--- src/rtl/hdfs_mod_unit_if.sv ---
// rtl/hdfs_mod_unit_if.sv - command/operand in, accumulator/flags/counter out
interface hdfs_mod_unit_if #(
   parameter int WIDTH = 14,
   parameter int CMDW  = 4
);
   logic [CMDW-1:0]  d0;
   logic [WIDTH-1:0] d1;
   logic [WIDTH-1:0] q0;
   logic [3:0]       q1;
   logic [3:0]       q2;

   modport master (output d0, output d1, input q0, input q1, input q2);
   modport slave  (input d0, input d1, output q0, output q1, output q2);
endinterface

--- src/rtl/hdfs_mod_unit.sv ---
// rtl/hdfs_mod_unit.sv - 14-bit accumulator ALU with {V,C,N,Z} flags and op counter
module hdfs_mod_unit #(
   parameter int WIDTH = 14,
   parameter int CMDW  = 4
) (
   input  logic           clock,
   input  logic           reset_n,
   hdfs_mod_unit_if.slave bus
);
   localparam logic [CMDW-1:0] OP_NOP  = 4'd0,  OP_LOAD = 4'd1,  OP_ADD = 4'd2,  OP_SUB = 4'd3;
   localparam logic [CMDW-1:0] OP_AND  = 4'd4,  OP_OR   = 4'd5,  OP_XOR = 4'd6,  OP_NOT = 4'd7;
   localparam logic [CMDW-1:0] OP_SHL  = 4'd8,  OP_SHR  = 4'd9,  OP_ROL = 4'd10, OP_CLR = 4'd11;
   localparam logic [CMDW-1:0] OP_INC  = 4'd12, OP_DEC  = 4'd13, OP_MAX = 4'd14, OP_CCLR = 4'd15;
   localparam logic [3:0]      SH_W    = 4'(WIDTH);

   logic [WIDTH-1:0] acc_q, acc_d;
   logic [3:0]       flag_q, flag_d;
   logic [3:0]       cnt_q, cnt_d;

   logic [WIDTH-1:0] a, opnd, res;
   logic [WIDTH:0]   sum, diff, shl_w, shr_w;
   logic [3:0]       s, rot;
   logic             c, v, upd;

   always_comb begin
      a     = acc_q;
      s     = bus.d1[3:0];
      rot   = (s >= SH_W) ? s - SH_W : s;
      opnd  = (bus.d0 == OP_INC || bus.d0 == OP_DEC) ? WIDTH'(1) : bus.d1;
      sum   = {1'b0, a} + {1'b0, opnd};
      diff  = {1'b0, a} - {1'b0, opnd};
      // Extra bit on each shift captures the last bit shifted out, which is the carry
      shl_w = {1'b0, a} << s;
      shr_w = {a, 1'b0} >> s;
      res   = acc_q;
      c     = 1'b0;
      v     = 1'b0;
      upd   = 1'b1;
      cnt_d = cnt_q + 4'd1;
      case (bus.d0)
         OP_NOP: begin
            upd   = 1'b0;
            cnt_d = cnt_q;
         end
         OP_LOAD: res = bus.d1;
         OP_ADD, OP_INC: begin
            res = sum[WIDTH-1:0];
            c   = sum[WIDTH];
            v   = (a[WIDTH-1] == opnd[WIDTH-1]) && (res[WIDTH-1] != a[WIDTH-1]);
         end
         OP_SUB, OP_DEC: begin
            res = diff[WIDTH-1:0];
            c   = diff[WIDTH];
            v   = (a[WIDTH-1] != opnd[WIDTH-1]) && (res[WIDTH-1] != a[WIDTH-1]);
         end
         OP_AND: res = a & bus.d1;
         OP_OR:  res = a | bus.d1;
         OP_XOR: res = a ^ bus.d1;
         OP_NOT: res = ~a;
         OP_SHL: begin
            res = shl_w[WIDTH-1:0];
            c   = shl_w[WIDTH];
         end
         OP_SHR: begin
            res = shr_w[WIDTH:1];
            c   = shr_w[0];
         end
         OP_ROL: res = (a << rot) | (a >> (SH_W - rot));
         OP_CLR: res = '0;
         OP_MAX: res = (a > bus.d1) ? a : bus.d1;
         OP_CCLR: begin
            upd   = 1'b0;
            cnt_d = 4'd0;
         end
         default: begin
            upd   = 1'b0;
            cnt_d = cnt_q;
         end
      endcase
      acc_d  = upd ? res : acc_q;
      flag_d = upd ? {v, c, res[WIDTH-1], (res == '0)} : flag_q;
   end

   always_ff @(posedge clock) begin
      if (!reset_n) begin
         acc_q  <= '0;
         flag_q <= '0;
         cnt_q  <= '0;
      end else begin
         acc_q  <= acc_d;
         flag_q <= flag_d;
         cnt_q  <= cnt_d;
      end
   end

   assign bus.q0 = acc_q;
   assign bus.q1 = flag_q;
   assign bus.q2 = cnt_q;
endmodule

--- src/flat_wrapper.sv ---
// flat-port wrapper written by rule: the top's interface ports become plain ports
module hdfs_mod_unit_flat 
#(
   parameter int WIDTH = 14,
   parameter int CMDW  = 4
)
  (clock, reset_n, bus_d0, bus_d1, bus_q0, bus_q1, bus_q2);
  hdfs_mod_unit_if #(.WIDTH(WIDTH), .CMDW(CMDW)) bus_i ();
  input  logic clock;
  input  logic reset_n;
  input wire logic [$bits(bus_i.d0)-1:0] bus_d0;
  input wire logic [$bits(bus_i.d1)-1:0] bus_d1;
  output wire logic [$bits(bus_i.q0)-1:0] bus_q0;
  output wire logic [$bits(bus_i.q1)-1:0] bus_q1;
  output wire logic [$bits(bus_i.q2)-1:0] bus_q2;
  assign bus_i.d0 = bus_d0;
  assign bus_i.d1 = bus_d1;
  assign bus_q0 = bus_i.q0;
  assign bus_q1 = bus_i.q1;
  assign bus_q2 = bus_i.q2;
  hdfs_mod_unit #(.WIDTH(WIDTH), .CMDW(CMDW)) u_core (.clock(clock), .reset_n(reset_n), .bus(bus_i));
endmodule
--- config.mk ---
export PLATFORM = sky130hd
export DESIGN_NAME = hdfs_mod_unit_flat
export DESIGN_NICKNAME = d
export VERILOG_FILES = /design/src/rtl/hdfs_mod_unit_if.sv /design/src/rtl/hdfs_mod_unit.sv /design/src/flat_wrapper.sv
export SDC_FILE = /design/constraint.sdc
export NUM_CORES = 1
export LEC_CHECK = 0
export BUFFER_PORTS_ARGS = -buffer_cell sky130_fd_sc_hd__buf_2
export CELL_PAD_IN_SITES_DETAIL_PLACEMENT = 1
export CELL_PAD_IN_SITES_GLOBAL_PLACEMENT = 2
export CORE_ASPECT_RATIO = 0.75
export CORE_MARGIN = 2
export CORE_UTILIZATION = 37
export DETAILED_ROUTE_END_ITERATION = 8
export PLACE_DENSITY = 0.88
export SLEW_MARGIN = 20
export SYNTH_ARGS = -nofsm -noshare
export SYNTH_HDL_FRONTEND = slang
export SYNTH_SLANG_ARGS = --single-unit
--- constraint.sdc ---
create_clock -name clock -period 7 [get_ports clock]
set_input_delay 1.4 -clock clock [delete_from_list [all_inputs] [get_ports clock]]
set_output_delay 1.4 -clock clock [all_outputs]
set_load 0.03 [all_outputs]
==> results.sh, run 1 <==
export IMPL_slew_limit_headroom=0.317
export IMPL_final_common_cell="sky130_fd_sc_hd__a21oi_1"
export IMPL_yosys_cell_types_count=87
export IMPL_dr_total_vias=8038
export IMPL_final_cell_mix="sky130_fd_sc_hd__a21oi_1, sky130_fd_sc_hd__nand2_1, sky130_fd_sc_hd__nor2_1"
export IMPL_fin_skew_ns=0.00229
export IMPL_grt_pass1_vias=7651
export IMPL_maximum_number_of_pins_on_one_net_before_global_route_repair=52
export IMPL_final_setup_viol_count=0
export IMPL_ys_flop_type="sky130_fd_sc_hd__dfxtp_1"
export IMPL_dr_pass1_iters=7
export IMPL_syn_avg_cell_area_um2=7.15
export IMPL_die_wd_um=160
export IMPL_rows=42
export IMPL_numPortBuffers=41
export IMPL_hold_ws_ns=0.462
export IMPL_wl_per_cell_um=27.4
export IMPL_cts_root_buf="sky130_fd_sc_hd__clkbuf_16"
export IMPL_cts_reportedPaths_clkPinSlew_ns=0.06
export IMPL_placedInstanceArea_um2=7110
export IMPL_worstMarginPinSlew_ns=1.02
export IMPL_design_power_total_mw=1.10
export IMPL_antenna_cells_inserted=0
export IMPL_synth_seq_cells=21
export IMPL_clock_sinks=21
export IMPL_cts_resized=0
export IMPL_hpwl_mm=24.5
export IMPL_path_max_fanout=33
export IMPL_worst_endpoint_arrival_ns=6.01
export IMPL_final_hold_viol_count=0
export IMPL_worst_setup_path_start_kind="primary input"
export IMPL_first_pass_grt_wire_length_mm=48.6
export IMPL_detail_route_iter0_violations=1154
export IMPL_final_area_um2=7190
export IMPL_totalNegativeSetupSlack_ns=0
export IMPL_slew_viol_final=0
export IMPL_viasPerCell=6.80
export IMPL_gp_congestion=1.04
export IMPL_hold_class="register to register"
export IMPL_multiInputGateArea_um2=5790
export IMPL_synth_edf_count=0
export IMPL_path_cells="buf_2 > nand2_1 > or2_2 > nand2_1 > inv_1 > fa_1 > nor3b_1 > o311ai_2 > a21oi_1 > o41ai_1 > mux2i_1 > mux2i_1 > a41oi_1 > a211oi_1 > nand4_1 > o31ai_1"
export IMPL_max_vdd_ir_drop_mv=0.128
export IMPL_max_clock_freq_mhz=171
export IMPL_ant_nets=0
export IMPL_grt_antenna_before_repair=0
export IMPL_bufs_on_longest_clock_path=2
export IMPL_io_pin_count=42
export IMPL_clock_latency_ns=0.26
export IMPL_cts_tree="done"
export IMPL_total_wire_length_after_detailed_routing_mm=32.4
export IMPL_layout_filler_cells=2291
export IMPL_post_cts_setup_buffer_count=0
export IMPL_unrepaired_setup_endpoints_after_global_routing="no"
export IMPL_floorplan_die_area_um2=19500
export IMPL_max_cap_violations=0
export IMPL_syn_inst=950
export IMPL_layout_drive_gt1_share=0.137
export IMPL_initial_core_util=0.381
export IMPL_ctsHtreeMaxLevel=1
export IMPL_layout_area_seq_um2=420
export IMPL_grt_use_total=0.327
export IMPL_flow_area_growth_from_synthesis_pct=5.91
export IMPL_synth_async_sr_flop_share=0
export IMPL_critPathKind="primary input to register"
export IMPL_die_y_um=121
export IMPL_critPathRequiredTime_ns=7.18
export IMPL_min_period_over_period=0.833
export IMPL_synthesized_netlist_net_count=1046
export IMPL_overflow=0
export IMPL_design_final_nets=1037
export IMPL_tritoncts_num_buffers=3
export IMPL_timing_final_crit_period_ns=5.83
export IMPL_design_core_area_um2=17800
export IMPL_share_of_the_yosys_chip_area_belonging_to_registers=0.0619
export IMPL_remaining_drc_errors=0
export IMPL_syn_cell_area_um2=6790
export IMPL_critPathSlowestCell="sky130_fd_sc_hd__or2_2"
export IMPL_run_status="complete, no violations"
export IMPL_cts_hold_repair_buffers=0
export IMPL_cellLeakagePower_nw=3.00
export IMPL_yosysWarningCount=0
export IMPL_slowest_delay_ns=0.52
export IMPL_critPathCaptureType="register"
export IMPL_cellPowerDensity_nw_per_um2=152
==> state kept, by name, summed over array words and instances (netlist names) <==
| name | flops |
|---|---|
| u_core.bus.q0 | 13 |
| u_core.bus.q1 | 4 |
| u_core.bus.q2 | 4 |
==> where the power goes <==
group / switching, mW / leakage [nW] / internal (mW)
logic: 0.543 / 2.79 / 0.270
clock network: 0.0501 / 0.0409 / 0.0770
registers: 0.0214 / 0.173 / 0.133
total: 0.615 / 3.00 / 0.481
==> routing by layer <==
layer / vias up / GRT usage / share of wire
met5: - / 0 / 0
met4: 0 / 0.0794 / 0.027
met3: 73 / 0.113 / 0.14
met2: 498 / 0.443 / 0.38
met1: 3945 / 0.483 / 0.45
li1: 3522 / - / -
==> cell type report <==
class | instances | share of cell area
repair buffers | 62 | 0.0504
flip-flops and latches | 21 | 0.0584
well taps | 242 | 0.0421
multi-input cells | 789 | 0.805
inverters | 64 | 0.0334
clock buffers | 3 | 0.0104
clock inverters | 1 | 0.000696
==> worst max-delay path, delay by kind of cell <==
kind | cells | cell delay, ns
fa+ha+maj | 1 | 0.42
mux | 2 | 0.38
simple gates | 5 | 1.38
compound gates | 6 | 1.86
buf+inv | 2 | 0.54
==> through the flow <==
step	setup slack (ns)	std cells	utilization
floorplan	1.73	950	-
global placement	1.17	1178	0.399
global route	0.782	1182	0.404
CTS	1.28	1182	0.403
finish	1.17	1182	0.404
detailed placement	1.07	1178	0.399
==> worst paths after layout <==
check	startpoint	endpoint	slack, ns	cells past startpoint
worst max-delay path	bus_d0[3]	u_core.bus.q1[0]	1.17	16
worst min-delay path	u_core.bus.q1[3]	u_core.bus.q1[3]	0.46	2
worst max register to register	u_core.bus.q1[1]	u_core.bus.q1[0]	2.36	11
worst min register to register	u_core.bus.q1[3]	u_core.bus.q1[3]	0.46	2
==> synth_stat cells (21+ instances only) <==
library cell               instances  area, µm²
sky130_fd_sc_hd__inv_1            60        225
sky130_fd_sc_hd__o21ai_0          51        255
sky130_fd_sc_hd__clkbuf_1         44        165
sky130_fd_sc_hd__dfxtp_1          21        420
sky130_fd_sc_hd__nand2_1          78        293
sky130_fd_sc_hd__nand3_1          22        110
sky130_fd_sc_hd__a21oi_1          85        425
sky130_fd_sc_hd__nor2_1           77        289
sky130_fd_sc_hd__nor3_1           33        165
sky130_fd_sc_hd__mux2_2           21        236
sky130_fd_sc_hd__mux2i_1          43        430
sky130_fd_sc_hd__ha_1             74        926
==> cells by family (layout without fill, tap and decap cells) <==
logic type      count (synthesis)  count (layout)  synth area share
simple gates                  314             314             0.230
xor+xnor                        9               9            0.0116
flops                          21              21            0.0619
fa+ha+maj                      76              76             0.142
mux                            83              83             0.160
compound gates                307             307             0.307
buf+inv                       140             130            0.0869
Power figures use the tool's default switching activity.
==> run 2, diff against run 1 <==
--- a/config.mk
+++ b/config.mk
@@ -10,9 +10,9 @@
 export CELL_PAD_IN_SITES_GLOBAL_PLACEMENT = 2
 export CORE_ASPECT_RATIO = 0.75
 export CORE_MARGIN = 2
-export CORE_UTILIZATION = 37
+export CORE_UTILIZATION = 33
 export DETAILED_ROUTE_END_ITERATION = 8
-export PLACE_DENSITY = 0.88
+export PLACE_DENSITY = 0.84
 export SLEW_MARGIN = 20
 export SYNTH_ARGS = -nofsm -noshare
 export SYNTH_HDL_FRONTEND = slang
==> constraint.sdc (replaced) <==
create_clock -name clock -period 4.7 [get_ports clock]
set_input_delay 0.94 -clock clock [delete_from_list [all_inputs] [get_ports clock]]
set_output_delay 0.94 -clock clock [all_outputs]
set_load 0.03 [all_outputs]
==> results.sh, run 2 (synthesized netlist as in run 1, its figures left out) <==
export IMPL_die_wd_um=170
export IMPL_design_final_nets=1076
export IMPL_slew_limit_headroom=0.276
export IMPL_hold_path_cell_count=2
export IMPL_die_y_um=128
export IMPL_hold_crit_start="u_core.bus.q1[3]"
export IMPL_timing_rr_end="u_core.bus.q1[0]"
export IMPL_rr_startpoint="u_core.bus.q0[9]"
export IMPL_overflow=0
export IMPL_final_area_um2=7520
export IMPL_post_cts_setup_buffer_count=0
export IMPL_cts_root_buf="sky130_fd_sc_hd__clkbuf_16"
export IMPL_bufs_on_longest_clock_path=2
export IMPL_ant_nets=0
export IMPL_cts_reportedPaths_clkPinSlew_ns=0.06
export IMPL_run_status="complete, no violations"
export IMPL_setup_slack_ns=0.292
export IMPL_numPortBuffers=41
export IMPL_ff2ff_setup_slack_ns=0.73
export IMPL_detail_route_iter0_violations=1016
export IMPL_wl_per_cell_um=27.3
export IMPL_final_common_cell="sky130_fd_sc_hd__a21oi_1"
export IMPL_gp_congestion=1.01
export IMPL_place_worst_setup_slack_ns=0.0409
export IMPL_reg2regPathDepth=13
export IMPL_max_clock_freq_mhz=227
export IMPL_worst_setup_path_start_kind="primary input"
export IMPL_layout_cells_non_filler=1237
export IMPL_dr_total_vias=8169
export IMPL_clock_sinks=21
export IMPL_final_setup_viol_count=0
export IMPL_critPathKind="primary input to register"
export IMPL_grt_antenna_before_repair=1
export IMPL_final_hold_viol_count=0
export IMPL_viasPerCell=6.60
export IMPL_unrepaired_setup_endpoints_after_global_routing="no"
export IMPL_flow_area_growth_from_synthesis_pct=10.8
export IMPL_cellLeakagePower_nw=3.20
export IMPL_layout_filler_cells=2543
export IMPL_min_period_over_period=0.938
export IMPL_worst_endpoint_arrival_ns=4.57
export IMPL_totalNegativeSetupSlack_ns=0
export IMPL_first_pass_grt_wire_length_mm=49.9
export IMPL_remaining_drc_errors=0
export IMPL_multiInputGateArea_um2=5790
export IMPL_hold_class="register to register"
export IMPL_max_cap_violations=0
export IMPL_critPathRequiredTime_ns=4.87
export IMPL_critPathCaptureType="register"
export IMPL_tritoncts_num_buffers=3
export IMPL_ctsHtreeMaxLevel=1
export IMPL_placedInstanceArea_um2=7430
export IMPL_total_wire_length_after_detailed_routing_mm=33.8
export IMPL_cts_tree="done"
export IMPL_initial_core_util=0.336
export IMPL_rows=45
export IMPL_design_power_total_mw=1.69
export IMPL_dr_pass1_iters=5
export IMPL_floorplan_die_area_um2=21800
export IMPL_antenna_cells_inserted=0
export IMPL_timing_final_crit_period_ns=4.41
export IMPL_grt_use_total=0.303
export IMPL_design_core_area_um2=20200
export IMPL_cellPowerDensity_nw_per_um2=225
export IMPL_grt_pass1_vias=7629
export IMPL_cts_hold_repair_buffers=0
export IMPL_path_max_fanout=5
export IMPL_maximum_number_of_pins_on_one_net_before_global_route_repair=44
export IMPL_clock_latency_ns=0.25
export IMPL_slew_viol_final=0
export IMPL_io_pin_count=42
export IMPL_final_cell_mix="sky130_fd_sc_hd__a21oi_1, sky130_fd_sc_hd__nand2_1, sky130_fd_sc_hd__nor2_1"
export IMPL_max_vdd_ir_drop_mv=0.270
export IMPL_worstMarginPinSlew_ns=1.08
export IMPL_hpwl_mm=26.0
export IMPL_flip_flop_count_of_the_largest_register_all_copies_and_words_added=13
export IMPL_post_place_cells=1233
export IMPL_hold_path_end="u_core.bus.q1[3]"
export IMPL_fin_skew_ns=0.00396
export IMPL_layout_area_seq_um2=420
export IMPL_layout_drive_gt1_share=0.172
-- run 2: through the flow --
stage | utilization | hold slack, ns
6_report | 0.372 | 0.471
5_1_grt | 0.372 | 0.501
4_1_cts | 0.372 | 0.475
3_5_place_dp | 0.368 | 0.458
3_3_place_gp | 0.368 | 0.447
2_1_floorplan | - | 0.584
-- run 2: worst max-delay path by stage --
stage               from          endpoint  slack, ns  cells past startpoint
6_report       bus_d0[2]  u_core.bus.q1[0]       0.29                     16
5_1_grt        bus_d0[2]  u_core.bus.q1[0]       0.06                     17
4_1_cts        bus_d0[2]  u_core.bus.q1[0]       0.28                     16
3_5_place_dp   bus_d0[2]  u_core.bus.q1[0]       0.04                     16
3_3_place_gp   bus_d0[2]  u_core.bus.q1[0]       0.22                     16
2_1_floorplan  bus_d0[1]  u_core.bus.q1[0]       0.09                     18
-- run 2: layer usage --
| layer | wire (µm) | track usage |
|---|---|---|
| met5 | 14 | 0 |
| met4 | 632 | 0.0518 |
| met3 | 4290 | 0.0976 |
| met2 | 13100 | 0.422 |
| met1 | 15700 | 0.454 |
-- run 2: layout make-up --
| type | count | share of cell area |
|---|---|---|
| Sequential cell | 21 | 0.0559 |
| Multi-Input combinational cell | 789 | 0.770 |
| Clock buffer | 4 | 0.0105 |
| Inverter | 64 | 0.0319 |
| Tap cell | 258 | 0.0429 |
| Timing Repair Buffer | 101 | 0.0888 |
-- run 2: worst max-delay path, cell delays in order --
cell	delay, ns
sky130_fd_sc_hd__buf_2	0.09
sky130_fd_sc_hd__nand2_1	0.06
sky130_fd_sc_hd__or2_2	0.33
sky130_fd_sc_hd__nand2_1	0.15
sky130_fd_sc_hd__inv_1	0.10
sky130_fd_sc_hd__fa_1	0.44
sky130_fd_sc_hd__nor3b_1	0.20
sky130_fd_sc_hd__o311ai_2	0.42
sky130_fd_sc_hd__a2111oi_0	0.18
sky130_fd_sc_hd__a31o_2	0.24
sky130_fd_sc_hd__a311o_1	0.29
sky130_fd_sc_hd__a211oi_2	0.35
sky130_fd_sc_hd__o221ai_2	0.15
sky130_fd_sc_hd__nor4_2	0.26
sky130_fd_sc_hd__nand4_1	0.12
sky130_fd_sc_hd__o31ai_1	0.25
-- run 2: where the power goes --
part	switching (mW)	internal, mW
clock	0.0641	0.116
sequential	0.0158	0.198
combinational	0.858	0.442
total	0.938	0.756
-- run 2: repair_timing --
| item | CTS | global route |
|---|---|---|
| resized for setup | 0 | 2 |
| endpoints found under the hold margin | 0 | 0 |
| setup endpoints to repair | 0 | 1 |
